**config.mk**
```make
export PLATFORM = sky130hd
export DESIGN_NAME = pipe_stage_reg_flat
export DESIGN_NICKNAME = d
export VERILOG_FILES = /design/src/rtl/pipe_stage_reg_pkg.sv /design/src/rtl/pipe_stage_reg_if.sv /design/src/rtl/pipe_stage_reg_sat_cnt.sv /design/src/rtl/pipe_stage_reg.sv /design/src/flat_wrapper.sv
export SDC_FILE = /design/constraint.sdc
export NUM_CORES = 1
export LEC_CHECK = 0
export CORE_MARGIN = 8
export CORE_UTILIZATION = 42
export CTS_BUF_LIST = sky130_fd_sc_hd__clkbuf_4 sky130_fd_sc_hd__clkbuf_8 sky130_fd_sc_hd__clkbuf_16
export DETAILED_ROUTE_END_ITERATION = 10
export PLACE_DENSITY_LB_ADDON = 0.08
export SETUP_SLACK_MARGIN = 0.05
export SYNTH_ARGS = -nofsm -noshare
export SYNTH_HDL_FRONTEND = slang
export SYNTH_HIERARCHICAL = 1
export SYNTH_SLANG_ARGS = --single-unit
```
**constraint.sdc**
```tcl
create_clock -name clk -period 1.35 [get_ports clk]
set_input_delay 0.135 -clock clk [delete_from_list [all_inputs] [get_ports clk]]
set_output_delay 0.135 -clock clk [all_outputs]
set_load 0.005 [all_outputs]
```
**src/rtl/pipe_stage_reg_pkg.sv**
```systemverilog
// Shared types and defaults for the handshaked pipeline stage register.
//   pipe_state_e       : occupancy state of a stage (EMPTY, ONE, FULL2)
//   PIPE_NOP_DEFAULT   : default bubble value driven when the stage is empty
//   PIPE_CNT_W_DEFAULT : default performance-counter width
package pipe_pkg;

  localparam int unsigned PIPE_DATA_W_DEFAULT = 32;
  localparam int unsigned PIPE_CNT_W_DEFAULT  = 16;

  localparam logic [PIPE_DATA_W_DEFAULT-1:0] PIPE_NOP_DEFAULT = '0;

  typedef enum logic [1:0] {
    EMPTY = 2'd0,
    ONE   = 2'd1,
    FULL2 = 2'd2
  } pipe_state_e;

endpackage

```
**src/rtl/pipe_stage_reg_if.sv**
```systemverilog
// Valid/ready handshake bundle around one pipeline stage.
//   in_valid/in_data/in_ready    : upstream side of the stage
//   out_valid/out_data/out_ready : downstream side of the stage
//   modport slave  : the stage itself
//   modport master : the environment driving and consuming the stage
interface pipe_stage_reg_if
  import pipe_pkg::*;
#(
  parameter int unsigned DATA_W = PIPE_DATA_W_DEFAULT
);

  logic              in_valid;
  logic [DATA_W-1:0] in_data;
  logic              in_ready;
  logic              out_valid;
  logic [DATA_W-1:0] out_data;
  logic              out_ready;

  modport slave (
    input  in_valid, in_data, out_ready,
    output in_ready, out_valid, out_data
  );

  modport master (
    output in_valid, in_data, out_ready,
    input  in_ready, out_valid, out_data
  );

endinterface

```
**src/rtl/pipe_stage_reg_sat_cnt.sv**
```systemverilog
// Saturating up-counter: increments on inc, sticks at all-ones, cleared only by rst_n.
//   clk, rst_n : clock and async active-low reset
//   inc        : count enable for this cycle
//   count      : current count value
module pipe_sat_cnt
  import pipe_pkg::*;
#(
  parameter int unsigned CNT_W = PIPE_CNT_W_DEFAULT
) (
  input  logic             clk,
  input  logic             rst_n,
  input  logic             inc,
  output logic [CNT_W-1:0] count
);

  logic [CNT_W-1:0] count_q;

  // Counter register; holds once all-ones is reached.
  always_ff @(posedge clk or negedge rst_n) begin
    if (!rst_n) begin
      count_q <= '0;
    end else if (inc && (count_q != {CNT_W{1'b1}})) begin
      count_q <= count_q + CNT_W'(1);
    end
  end

  assign count = count_q;

endmodule

```
**src/rtl/pipe_stage_reg.sv**
```systemverilog
// Handshaked pipeline stage register with a one-entry skid buffer and flush.
// in_ready depends only on registered occupancy and flush, so the ready path
// does not chain combinationally across stages.
//   clk, rst_n          : clock and async active-low reset
//   flush               : synchronous clear, overrides every transition
//   bus (slave)         : in_valid/in_data/in_ready, out_valid/out_data/out_ready
//   stall_cnt/flush_cnt : performance counters, present when PIPE_PERF_CNT_EN
//                         is defined, otherwise tied to zero
// Build option: `define PIPE_PERF_CNT_EN to enable the saturating counters.
module pipe_stage_reg
  import pipe_pkg::*;
#(
  parameter int unsigned       DATA_W    = PIPE_DATA_W_DEFAULT,
  parameter logic [DATA_W-1:0] NOP_VALUE = DATA_W'(PIPE_NOP_DEFAULT),
  parameter int unsigned       CNT_W     = PIPE_CNT_W_DEFAULT
) (
  input  logic             clk,
  input  logic             rst_n,
  input  logic             flush,
  pipe_stage_reg_if.slave  bus,
  output logic [CNT_W-1:0] stall_cnt,
  output logic [CNT_W-1:0] flush_cnt
);

  pipe_state_e       state_q, state_d;
  logic [DATA_W-1:0] main_q, main_d;
  logic [DATA_W-1:0] skid_q, skid_d;
  logic              in_fire_c;
  logic              out_fire_c;

  assign bus.out_valid = (state_q != EMPTY);
  assign bus.out_data  = main_q;
  assign bus.in_ready  = (state_q != FULL2) & ~flush;

  assign in_fire_c  = bus.in_valid & bus.in_ready;
  assign out_fire_c = bus.out_valid & bus.out_ready;

  // State and storage registers.
  always_ff @(posedge clk or negedge rst_n) begin
    if (!rst_n) begin
      state_q <= EMPTY;
      main_q  <= NOP_VALUE;
      skid_q  <= NOP_VALUE;
    end else begin
      state_q <= state_d;
      main_q  <= main_d;
      skid_q  <= skid_d;
    end
  end

  // Next-state logic; main always holds the oldest entry, skid the younger.
  always_comb begin
    state_d = state_q;
    main_d  = main_q;
    skid_d  = skid_q;
    if (flush) begin
      state_d = EMPTY;
      main_d  = NOP_VALUE;
      skid_d  = NOP_VALUE;
    end else begin
      unique case (state_q)
        EMPTY: begin
          if (in_fire_c) begin
            state_d = ONE;
            main_d  = bus.in_data;
          end
        end
        ONE: begin
          if (in_fire_c && out_fire_c) begin
            main_d = bus.in_data;
          end else if (in_fire_c) begin
            state_d = FULL2;
            skid_d  = bus.in_data;
          end else if (out_fire_c) begin
            state_d = EMPTY;
            main_d  = NOP_VALUE;
          end
        end
        FULL2: begin
          if (out_fire_c) begin
            state_d = ONE;
            main_d  = skid_q;
            skid_d  = NOP_VALUE;
          end
        end
        default: begin
          state_d = EMPTY;
          main_d  = NOP_VALUE;
          skid_d  = NOP_VALUE;
        end
      endcase
    end
  end

`ifdef PIPE_PERF_CNT_EN
  // Stall cycles: valid entry blocked by downstream.
  pipe_sat_cnt #(.CNT_W(CNT_W)) u_stall_cnt (
    .clk   (clk),
    .rst_n (rst_n),
    .inc   (bus.out_valid & ~bus.out_ready),
    .count (stall_cnt)
  );

  // Flushes that actually discarded something.
  pipe_sat_cnt #(.CNT_W(CNT_W)) u_flush_cnt (
    .clk   (clk),
    .rst_n (rst_n),
    .inc   (flush & (state_q != EMPTY)),
    .count (flush_cnt)
  );
`else
  assign stall_cnt = '0;
  assign flush_cnt = '0;
`endif

endmodule
```
**src/flat_wrapper.sv**
```systemverilog
// flat-port wrapper written by rule: the top's interface ports become plain ports
module pipe_stage_reg_flat import pipe_pkg::*;
#(
  parameter int unsigned       DATA_W    = PIPE_DATA_W_DEFAULT,
  parameter logic [DATA_W-1:0] NOP_VALUE = DATA_W'(PIPE_NOP_DEFAULT),
  parameter int unsigned       CNT_W     = PIPE_CNT_W_DEFAULT
)
  (clk, rst_n, flush, stall_cnt, flush_cnt, bus_in_valid, bus_in_data, bus_out_ready, bus_in_ready, bus_out_valid, bus_out_data);
  pipe_stage_reg_if #(.DATA_W(DATA_W)) bus_i ();
  input  logic clk;
  input  logic rst_n;
  input  logic flush;
  output logic [CNT_W-1:0] stall_cnt;
  output logic [CNT_W-1:0] flush_cnt;
  input wire logic [$bits(bus_i.in_valid)-1:0] bus_in_valid;
  input wire logic [$bits(bus_i.in_data)-1:0] bus_in_data;
  input wire logic [$bits(bus_i.out_ready)-1:0] bus_out_ready;
  output wire logic [$bits(bus_i.in_ready)-1:0] bus_in_ready;
  output wire logic [$bits(bus_i.out_valid)-1:0] bus_out_valid;
  output wire logic [$bits(bus_i.out_data)-1:0] bus_out_data;
  assign bus_i.in_valid = bus_in_valid;
  assign bus_i.in_data = bus_in_data;
  assign bus_i.out_ready = bus_out_ready;
  assign bus_in_ready = bus_i.in_ready;
  assign bus_out_valid = bus_i.out_valid;
  assign bus_out_data = bus_i.out_data;
  pipe_stage_reg #(.DATA_W(DATA_W), .NOP_VALUE(NOP_VALUE), .CNT_W(CNT_W)) u_core (.clk(clk), .rst_n(rst_n), .flush(flush), .bus(bus_i), .stall_cnt(stall_cnt), .flush_cnt(flush_cnt));
endmodule
```
==> results.json, run 1 <==
{
  "antenna_found_initial": 0,
  "p_leak_uw": 0.002257,
  "timing.final.crit_share": 1.181,
  "numCtsBuffers": 9,
  "synthTopCellsByArea": "dfrtp_1 (45%), mux2i_1 (18%), a22o_1 (7.9%), o2bb2ai_1 (7.6%), buf_4 (7.3%)",
  "grt_pass1_vias": 2771,
  "first_pass_iters": 4,
  "antenna_left": 0,
  "overflow": 0,
  "drc": 0,
  "yosysTopAreaCell": "dfrtp_1",
  "required_ns": 1.62,
  "synth_edf_count": 0,
  "grt_start_max_net_pins": 67,
  "hp-class": "in -> async",
  "path_class": "reg -> reg",
  "fillers": 751,
  "met1_usage": 0.2050,
  "syn_avg_cell_area_um2": 10.85,
  "nets": 465,
  "cp-end-kind": "flip-flop",
  "ys_seq_elements": 66,
  "hpwl_um": 5688,
  "synth_area_mm2": 0.003677,
  "totalWireLength_um": 8981,
  "vias": 2703,
  "busiest_layer": "met2",
  "grt_use_met3": 0.04513,
  "start_kind": "flip-flop",
  "avgRoutedWirePerCell_um": 16.63,
  "synth.distinct_cells": 26,
  "hold_violations": 0,
  "finClkSkew_ns": 0.006830,
  "drive_above_1_share": 0.1435,
  "period_minus_slack_ns": 1.594,
  "yosys.area.top_type_share": 0.4491,
  "run_status": "finished with violations",
  "crit_fanout": 8,
  "postSynthCellCount": 339,
  "synthTopCellsByCount": "dfrtp_1 (66), mux2i_1 (65), buf_4 (36)",
  "clockBufferDepth": 2,
  "cts_tree": "done",
  "utilization": 0.5642,
  "rows": 34,
  "slew_viol_final": 0,
  "die_h_um": 109.6,
  "critPathTopFamily": "buffers and inverters",
  "port_buffers": 70,
  "yosysSeqAreaShare": 0.4491,
  "area_delta_synth_final_pct": 31.85,
  "grt_pass1_wl_um": 14290,
  "first_iter_violations": 87,
  "setup_violations": 66,
  "gp_congestion": 0.7710,
  "htreeDepth": 3,
  "ir_drop_mv": 0.5862,
  "crit_path_max_incr_delay_ns": 0.41,
  "cts.clk_slew.worst_paths_ns": 0.07,
  "cp.arrival_ns": 1.87,
  "final_area_mm2": 0.004848,
  "design.core.area_mm2": 0.008593,
  "hold_slack_ns": 0.3412,
  "async_reset_ff_frac": 1.000,
  "rsz0062_at_grt": "true",
  "path_cells": "buf_6 -> mux2i_2 -> or2_4 -> a21oi_4 -> buf_6 -> clkbuf_16 -> a22o_1",
  "crit_buf_inv": 3,
  "use_met2": 0.2321,
  "fin_ws_ns": -0.2444,
  "cpMaxStageDelayCell": "dfrtp_2",
  "synth_ff_type": "dfrtp_1",
  "violations": "setup timing",
  "die-area_mm2": 0.01201,
  "cpMostUsedCell": "buf_6",
  "timing.fmax_mhz": 627.2,
  "cts_root_buffer": "clkbuf_8",
  "floorplan.initialDensity": 0.4279,
  "dpl-instance-area_mm2": 0.004473,
  "fp.dieW_um": 109.6,
  "insertedDiodeCount": 0,
  "power_density_mw_per_mm2": 1036,
  "cts_sinks": 66,
  "clkLatencyLatePin_ns": 0.33,
  "yosys_warnings": 6,
  "track_usage": 0.1528,
  "pin_count": 103,
  "vias_per_cell": 5.006,
  "drv_cap": 0,
  "synth_most_common_cell": "dfrtp_1"
}
## report_power, final
group          internal, uW  total [uW]  switching [uW]
Sequential             2100        2170            66.0
Clock                  1170        1890             717
Combinational           502         965             464
Total                  3770        5020            1250
## per-stage QoR
step           TNS [ns]  std cells  setup slack [ns]  total power, uW
2_1_floorplan    -1.042        370          -0.01933             2722
5_1_grt          -15.38        540           -0.2904             5283
6_report         -11.59        540           -0.2444             5021
3_5_place_dp     -17.94        510           -0.3152             3139
4_1_cts          -10.50        538           -0.2192             5071
3_3_place_gp     -17.25        510           -0.2827             3127
## worst reg2reg max path, cell delays in order (launching register included)
cell	delay (ns)
dfrtp_2	0.41
buf_6	0.14
mux2i_2	0.15
or2_4	0.25
a21oi_4	0.18
buf_6	0.15
clkbuf_16	0.15
a22o_1	0.13
## flip-flops by register name, summed over array words and instances, names as in the netlist
| signal | cells |
|---|---|
| u_core/bus.out_data | 32 |
| u_core/skid_q | 32 |
| u_core/state_q | 2 |
## cell type report
class                           count  area [um2]  share of cell area
Sequential cell                    66        1654              0.3412
Clock buffer                       13       166.4             0.03432
Inverter                           32       120.1             0.02477
Timing Repair Buffer              105        1095              0.2258
Clock inverter                      2       60.06             0.01239
Tap cell                          108       135.1             0.02787
Multi-Input combinational cell    214        1618              0.3337
## what timing repair did
action,in CTS,in global routing
hold buffers,1,0
resized for setup,48,5
endpoints found under the hold margin,66,0
pin swaps,10,19
buffers inserted,11,1
gates cloned,1,1
setup endpoints to repair,99,67
## layout by cell type, fill, tap and decap left out, types with 2 or more instances in the layout
master	instances
dfrtp_1	64
buf_4	18
buf_2	2
buf_6	5
clkbuf_4	2
inv_1	32
o2bb2ai_1	32
conb_1	32
bufinv_16	2
buf_12	10
nor2b_1	2
dlygate4sd2_1	32
nand2_1	33
or2_4	2
dfrtp_2	2
mux2i_1	64
clkdlybuf4s50_1	35
a21oi_1	2
clkbuf_8	11
a22o_1	33
nor2_1	4
## worst paths after layout
check	slack (ns)	to	depth (start not counted)	start
min in group clk	0.41	u_core/skid_q[8]	3	bus_in_data[8]
max in group asynchronous	0.69	u_core/state_q[1]	3	rst_n
worst max register to register	-0.24	u_core/bus.out_data[31]	7	u_core/state_q[1]
worst min register to register	0.50	u_core/bus.out_data[1]	1	u_core/bus.out_data[1]
worst max-delay path	-0.24	u_core/bus.out_data[31]	7	u_core/state_q[1]
worst min-delay path	0.34	u_core/skid_q[20]	3	rst_n
## cells by family (layout without fill, tap and decap cells)
family / after synthesis / count (layout) / synth area share
other: 1 / 32 / 0.001020
multiplexers: 65 / 65 / 0.1769
buffers and inverters: 90 / 152 / 0.1477
AO/OA/AOI/OAI: 70 / 70 / 0.1664
AND/OR/NAND/NOR: 47 / 47 / 0.05887
flip-flops: 66 / 66 / 0.4491
## routing by layer
metal | vias up | routed length (um)
li1 | 1303 | -
met1 | 1321 | 4161
met2 | 74 | 4113
met3 | 5 | 658
met4 | 0 | 47
met5 | - | 0
No activity file was read; power rests on OpenSTA's default activity.
==> run 2: changes to the inputs <==
--- a/config.mk
+++ b/config.mk
@@ -6,11 +6,12 @@
 export NUM_CORES = 1
 export LEC_CHECK = 0
 export CORE_MARGIN = 8
-export CORE_UTILIZATION = 42
+export CORE_UTILIZATION = 33
 export CTS_BUF_LIST = sky130_fd_sc_hd__clkbuf_4 sky130_fd_sc_hd__clkbuf_8 sky130_fd_sc_hd__clkbuf_16
 export DETAILED_ROUTE_END_ITERATION = 10
 export PLACE_DENSITY_LB_ADDON = 0.08
 export SETUP_SLACK_MARGIN = 0.05
+export SLEW_MARGIN = 20
 export SYNTH_ARGS = -nofsm -noshare
 export SYNTH_HDL_FRONTEND = slang
 export SYNTH_HIERARCHICAL = 1
==> results.json, run 2 (synthesis results as in run 1) <==
{
  "totalWireLength_um": 9911,
  "cts_tree": "done",
  "avgRoutedWirePerCell_um": 17.00,
  "power_density_mw_per_mm2": 1013,
  "area_delta_synth_final_pct": 34.67,
  "drc": 0,
  "gp_congestion": 0.6709,
  "clockPowerShare": 0.368,
  "insertedDiodeCount": 0,
  "vias_per_cell": 4.760,
  "cp.arrival_ns": 1.88,
  "crit_fanout": 13,
  "overflow": 0,
  "timing.final.crit_share": 1.191,
  "fin_total_pwr_uw": 5018,
  "track_usage": 0.1376,
  "period_minus_slack_ns": 1.608,
  "grt_pass1_wl_um": 16070,
  "die_h_um": 121.6,
  "tns_ns": -11.15,
  "timing.fmax_mhz": 621.9,
  "start_kind": "flip-flop",
  "pin_count": 103,
  "seqPwrFrac": 0.432,
  "cts_root_buffer": "clkbuf_8",
  "violations": "setup timing",
  "hp-class": "in -> async",
  "vias": 2775,
  "setup_violations": 66,
  "clockBufferDepth": 2,
  "finClkSkew_ns": 0.008509,
  "p_leak_uw": 0.002309,
  "p_int_uw": 3701,
  "path_class": "reg -> reg",
  "antenna_left": 0,
  "ir_drop_mv": 0.5710,
  "run_status": "finished with violations",
  "layout_common_cells": "mux2i_1 (64), dfrtp_1 (64), clkdlybuf4s50_1 (35)",
  "drv_cap": 0,
  "drive_above_1_share": 0.1670,
  "grt_start_max_net_pins": 67,
  "r2r_slack_ns": -0.26,
  "utilization": 0.4568,
  "slew_viol_final": 0,
  "first_iter_violations": 144,
  "fp.dieW_um": 121.6,
  "design.core.area_mm2": 0.01084,
  "grt_pass1_vias": 2983,
  "combPwrFrac": 0.200,
  "hpwl_um": 6319,
  "nets": 475,
  "floorplan.initialDensity": 0.3392,
  "cp-end-kind": "flip-flop",
  "required_ns": 1.62,
  "rows": 38,
  "hold_violations": 0,
  "cts.clk_slew.worst_paths_ns": 0.07,
  "first_pass_iters": 4,
  "port_buffers": 70,
  "clkLatencyLatePin_ns": 0.34,
  "die-area_mm2": 0.01478,
  "rsz0062_at_grt": "true",
  "antenna_found_initial": 0,
  "switchingPower_uw": 1317,
  "fin_ws_ns": -0.2579,
  "htreeDepth": 3,
  "cts_sinks": 66,
  "p_sw_frac": 0.2624,
  "numCtsBuffers": 9
}
run 2: changes by cell type in the layout (fill, tap and decap cells not counted), moves of 2 or more:
| cell | before | now |
|---|---|---|
| buf_6 | 5 | 8 |
| buf_12 | 10 | 8 |
| clkbuf_8 | 11 | 9 |
| buf_4 | 18 | 25 |
| buf_8 | 0 | 2 |
| clkinv_2 | 0 | 2 |
run 2: per-layer routing:
layer	track usage	share of wire	vias to the layer above
li1	-	-	1316
met1	0.1791	0.47	1376
met2	0.2185	0.47	76
met3	0.04118	0.053	7
met4	0.03547	0.0076	0
met5	0	0	-
run 2: power groups by stage:
stage,Sequential [uW],Combinational [uW],Clock (uW)
after global placement,2210,925,0
after detailed placement,2210,934,0
after global routing,2180,1100,2010
final,2170,1000,1850
after floorplan,2200,523,0
after CTS,2170,1010,1910
run 2: critical path: stages, from the launching register on:
cell and delay [ns]:
dfrtp_2 0.43, buf_6 0.14, mux2i_1 0.13, or2_4 0.26
a21oi_4 0.18, buf_12 0.13, buf_12 0.13, a22o_1 0.13
run 2: area by class of cell:
| cell class | count | area [um2] |
|---|---|---|
| timing repair buffer | 115 | 1155 |
| clock inverter | 5 | 78.83 |
| fill | 1054 | 5888 |
| multi-input combinational | 214 | 1630 |
| sequential | 66 | 1654 |
| inverter | 32 | 120.1 |
| clock buffer | 11 | 138.9 |
| tap | 140 | 175.2 |
run 2: timing repair:
item / CTS / global route
setup buffers: 21 / 1
hold buffers: 1 / 0
pin swaps: 1 / 4
endpoints found under the hold margin: 66 / 0
endpoints found under the setup margin: 98 / 68
gates cloned: 2 / 0
resized for setup: 46 / 14
run 2: through the flow:
step                      instance area (um2)  cells  worst slack [ns]  hold slack, ns
after detailed placement                 4496    543           -0.3797          0.1935
after global routing                     4952    583           -0.3122          0.3725
final                                    4952    583           -0.2579          0.3429
after CTS                                4931    583           -0.2308          0.3539
after global placement                   4496    543           -0.3374          0.1935
after floorplan                          3812    370          -0.01933         -0.1606
run 2: path summary, 6_finish.rpt:
kind                                               from                       to  cells past startpoint
worst max-delay path                  u_core/state_q[1]   u_core/bus.out_data[4]                      7
worst min-delay path                              rst_n  u_core/bus.out_data[22]                      3
worst max register to register        u_core/state_q[1]   u_core/bus.out_data[4]                      7
worst min register to register  u_core/bus.out_data[26]  u_core/bus.out_data[26]                      1
max in group asynchronous                         rst_n   u_core/bus.out_data[0]                      3
min in group clk                        bus_in_data[22]        u_core/skid_q[22]                      3
